==> config.mk <==
export PLATFORM = sky130hd
export DESIGN_NAME = seq_multiplier_param
export DESIGN_NICKNAME = d
export VERILOG_FILES = /design/src/rtl/seq_multiplier_param.sv
export SDC_FILE = /design/constraint.sdc
export NUM_CORES = 1
export LEC_CHECK = 0
export BUFFER_PORTS_ARGS = -buffer_cell sky130_fd_sc_hd__buf_2
export CORE_UTILIZATION = 42
export DETAILED_ROUTE_END_ITERATION = 8
export PLACE_DENSITY = 0.59
export SLEW_MARGIN = 15
export SYNTH_ARGS = -nofsm -noshare
export SYNTH_HDL_FRONTEND = slang
export SYNTH_SLANG_ARGS = --single-unit
==> constraint.sdc <==
create_clock -name clk -period 3.2 [get_ports clk]
set_input_delay 0.64 -clock clk [delete_from_list [all_inputs] [get_ports clk]]
set_output_delay 0.64 -clock clk [all_outputs]
set_load 0.05 [all_outputs]
==> src/rtl/seq_multiplier_param.sv <==
// Shift-add sequential multiplier, WIDTH x WIDTH -> 2*WIDTH, fixed latency.
// Signed operands are multiplied as magnitudes; the sign is applied at completion.
module seq_multiplier_param #(
    parameter int WIDTH     = 8,
    parameter bit SIGNED_EN = 1'b1
) (
    input  logic                 clk,
    input  logic                 reset,
    input  logic                 start,
    input  logic                 is_signed,
    input  logic [WIDTH-1:0]     a,
    input  logic [WIDTH-1:0]     b,
    output logic                 busy,
    output logic                 done,
    output logic [2*WIDTH-1:0]   product
);

    localparam int CW = $clog2(WIDTH + 1);

    typedef enum logic {
        IDLE,
        CALC
    } state_t;

    state_t             state;
    logic [WIDTH-1:0]   mcand;
    logic [2*WIDTH-1:0] acc;
    logic [CW-1:0]      cnt;
    logic               neg;

    logic               sgn;
    logic [WIDTH-1:0]   a_mag;
    logic [WIDTH-1:0]   b_mag;
    logic [WIDTH:0]     sum;
    logic [2*WIDTH-1:0] acc_next;
    logic               last;

    // With SIGNED_EN=0 sgn is constant 0 and the sign logic folds away.
    always_comb begin
        sgn      = (SIGNED_EN != 1'b0) ? is_signed : 1'b0;
        a_mag    = (sgn && a[WIDTH-1]) ? (~a + 1'b1) : a;
        b_mag    = (sgn && b[WIDTH-1]) ? (~b + 1'b1) : b;
        sum      = {1'b0, acc[2*WIDTH-1:WIDTH]}
                 + (acc[0] ? {1'b0, mcand} : {(WIDTH+1){1'b0}});
        acc_next = {sum, acc[WIDTH-1:1]};
        last     = (cnt == CW'(WIDTH - 1));
    end

    always_ff @(posedge clk) begin
        if (!reset) begin
            state   <= IDLE;
            mcand   <= '0;
            acc     <= '0;
            cnt     <= '0;
            neg     <= 1'b0;
            busy    <= 1'b0;
            done    <= 1'b0;
            product <= '0;
        end else begin
            done <= 1'b0;
            case (state)
                IDLE: begin
                    if (start) begin
                        mcand <= a_mag;
                        acc   <= {{WIDTH{1'b0}}, b_mag};
                        neg   <= sgn & (a[WIDTH-1] ^ b[WIDTH-1]);
                        cnt   <= '0;
                        busy  <= 1'b1;
                        state <= CALC;
                    end
                end
                CALC: begin
                    acc <= acc_next;
                    cnt <= cnt + 1'b1;
                    if (last) begin
                        product <= neg ? -acc_next : acc_next;
                        done    <= 1'b1;
                        busy    <= 1'b0;
                        state   <= IDLE;
                    end
                end
                default: state <= IDLE;
            endcase
        end
    end

endmodule

==> reports/qor.yml <==
run_status:
  run_status: "finished with violations"
  violations: "design-rule violations"
die:
  dieArea_mm2: 0.007053
  ios: 38
  rows: 29
  die_x_um: 83.98
  start_util_pct: 43.95
  coreArea_mm2: 0.006422
  die_h_um: 83.98
clock_tree:
  cts_buffers: 5
  holdBufCountCts: 0
  cts.reportedPaths.clkPinSlew_ps: 90
  clock-root-buffer: "clkbuf_8"
  clock-sinks: 48
  cts.htree.levels: 2
  clockBufferDepth: 2
  clock_latency_ps: 300
  cts_setup_buffers: 0
  cts-resized-gates: 0
  cts_tree: "yes"
yosys:
  async_reset_ff_share_pct: 0
  synth_seq_cells: 48
  synth_cell_types: 48
  synthTopCellsByCount: "nor2_1, dfxtp_1, a21oi_1"
  synthCells: 351
  ys_top_cells_by_area: "dfxtp_1, nor2_1, a21oi_1"
  synth-edff-count: 0
  yosysWarnings: 0
  syn-num-nets: 384
  ys.flop_type: "dfxtp_1"
  synth_largest_area_cell: "dfxtp_1"
  yosysMostFrequentCell: "nor2_1"
  synth_top_area_share_pct: 34.04
  avgSynthCellArea_um2: 8.042
  syn_area_mm2: 0.002823
  seq_area_frac_synth_pct: 34.04
worst_setup_path:
  reg2reg_from: "acc[0]"
  crit_path_end_kind: "flip-flop"
  worstReg2RegEnd: "product[15]"
  required_ps: 3380
  start_kind: "flip-flop"
  rrSetupSlack_ps: 440
  critical_path_class: "reg -> reg"
  r2r_cells: 9
  arrival_ps: 2940
  path_max_fanout: 9
final_layout:
  seqCellArea_um2: 960.9
  syn_to_final_growth_pct: 11.48
  finalNonFillerCells: 454
  drive_above_1_share_pct: 15.12
  diodes: 0
  multiInputGateArea_mm2: 0.001737
  nFillCells: 650
  layout.nets: 410
sta:
  rsz0062_at_grt: "no"
  min_period_over_period_pct: 86.14
  slew-limit-headroom_pct: 56.78
  slew_violations: 0
  clock_skew_ps: 7.122
  finalSetupViolCount: 0
  fmax_mhz: 362.8
  worstMarginPinSlew_ps: 648.2
  tns_ps: 0
  finalHoldViolCount: 0
  layout_min_cycle_time_ps: 2756
global_routing:
  antenna_found_initial: 0
  first_global_vias: 2226
  grt_start_max_net_pins: 43
  grt_pass1_wl_mm: 10.45
  track_usage_pct: 18.06
  overflow: 0
routing:
  num_vias: 2458
  ant_nets: 0
  wl_met1_mm: 3.230
  drc: 4
  wl_per_cell_um: 13.41
  vias_per_cell: 5.414
  drtIter0Drc: 197
  top_layer: "met4"
  dr_wl_met2_mm: 2.518
  drt_first_pass_iters: 7
  routed-wl-met3_um: 282
  routed_wl_mm: 6.087
hold_path:
  whs_path_depth: 2
  worstHoldEndpoint: "mcand[7]"
  hold_class: "reg -> reg"
  hp-start: "mcand[7]"
power_and_ir_drop:
  power.density_mw_per_mm2: 389.7
  vdd_drop_max_uv: 197.6
  p_leak_nw: 1.242
flow_run:
  maxCapViolCount: 0
place:
  place_inst: 447
  hpwl_mm: 4.496
  numPortBuffers: 37
  gp_congestion: 0.8316
[worst max-delay path, stage by stage (launching register included)]
cell and delay [ps]:
dfxtp_1 370, and2_1 160, ha_1 210, fa_1 420, a211oi_1 380, or2_2 220
o311ai_2 130, nor4_1 450, mux2i_1 240, a21oi_1 70
[final cells by class]
| class | count | share of cell area (%) |
|---|---|---|
| Multi-Input combinational cell | 270 | 55.19 |
| Sequential cell | 48 | 30.54 |
| Clock buffer | 7 | 3.062 |
| Inverter | 11 | 1.312 |
| Tap cell | 77 | 3.062 |
| Timing Repair Buffer | 41 | 6.839 |
[per-stage QoR]
| stage | cell area, um^2 | power [mW] | util (%) | hold slack, ps | setup slack (ps) |
|---|---|---|---|---|---|
| 2_1_floorplan | 2823 | 0.7963 | - | 431.7 | 753.0 |
| 3_3_place_gp | 3050 | 0.8493 | 47.50 | 441.4 | 572.4 |
| 3_5_place_dp | 3050 | 0.8520 | 47.50 | 448.2 | 420.4 |
| 4_1_cts | 3147 | 1.246 | 49.00 | 461.4 | 408.0 |
| 5_1_grt | 3147 | 1.287 | 49.00 | 479.8 | 196.0 |
| 6_report | 3147 | 1.226 | 49.00 | 453.8 | 443.6 |
[worst max path at each step]
stage | start | endpoint | slack (ps)
after detailed placement | acc[0] | product[15] | 420
after global routing | acc[0] | product[15] | 200
after CTS | acc[0] | product[15] | 410
after floorplan | acc[0] | product[15] | 750
after global placement | acc[0] | product[15] | 570
final | acc[0] | product[15] | 440
[where the power goes]
group	switching, mW	internal, mW	total [mW]
Combinational	0.116	0.0805	0.196
Clock	0.197	0.193	0.390
Sequential	0.0234	0.617	0.641
Total	0.336	0.890	1.23
[placed cells by master, fill, tap and decap left out, drive strengths merged, types with 2 or more instances in the layout]
| cell type | n |
|---|---|
| a211oi | 21 |
| a21oi | 32 |
| a221oi | 2 |
| a311oi | 7 |
| a31oi | 2 |
| and2 | 10 |
| and3 | 2 |
| buf | 41 |
| clkbuf | 7 |
| dfxtp | 48 |
| ha | 12 |
| inv | 10 |
| mux2i | 3 |
| nand2 | 19 |
| nand2b | 2 |
| nand3 | 7 |
| nor2 | 50 |
| nor2b | 6 |
| nor3 | 7 |
| nor3b | 12 |
| nor4 | 3 |
| o211ai | 3 |
| o21ai | 17 |
| o31ai | 5 |
| o41ai | 3 |
| or3 | 7 |
| or3b | 2 |
| or4 | 2 |
| xnor2 | 8 |
| xor2 | 14 |
[registers in the layout, indices dropped and copies added (netlist names)]
register  cells
acc          16
done          1
busy          1
state         1
cnt           4
neg           1
mcand         8
product      16
[kinds of logic (layout without fill, tap and decap cells)]
family	after synthesis	after routing	share of synthesized area, %
AOI/OAI and AO/OA	100	100	23.89
xor gates and xnor gates	22	22	6.826
adders and majority gates	13	13	6.028
buffers and inverters	33	59	4.432
DFF	48	48	34.04
muxes	3	3	1.064
and+or+nand+nor	132	132	23.71
[per-layer routing]
metal / vias up / track usage [%]
met5: - / 0
met4: 0 / 4.232
met3: 6 / 3.264
met2: 60 / 28.84
met1: 1077 / 25.17
li1: 1315 / -
No activity file was read; power rests on OpenSTA's default activity.
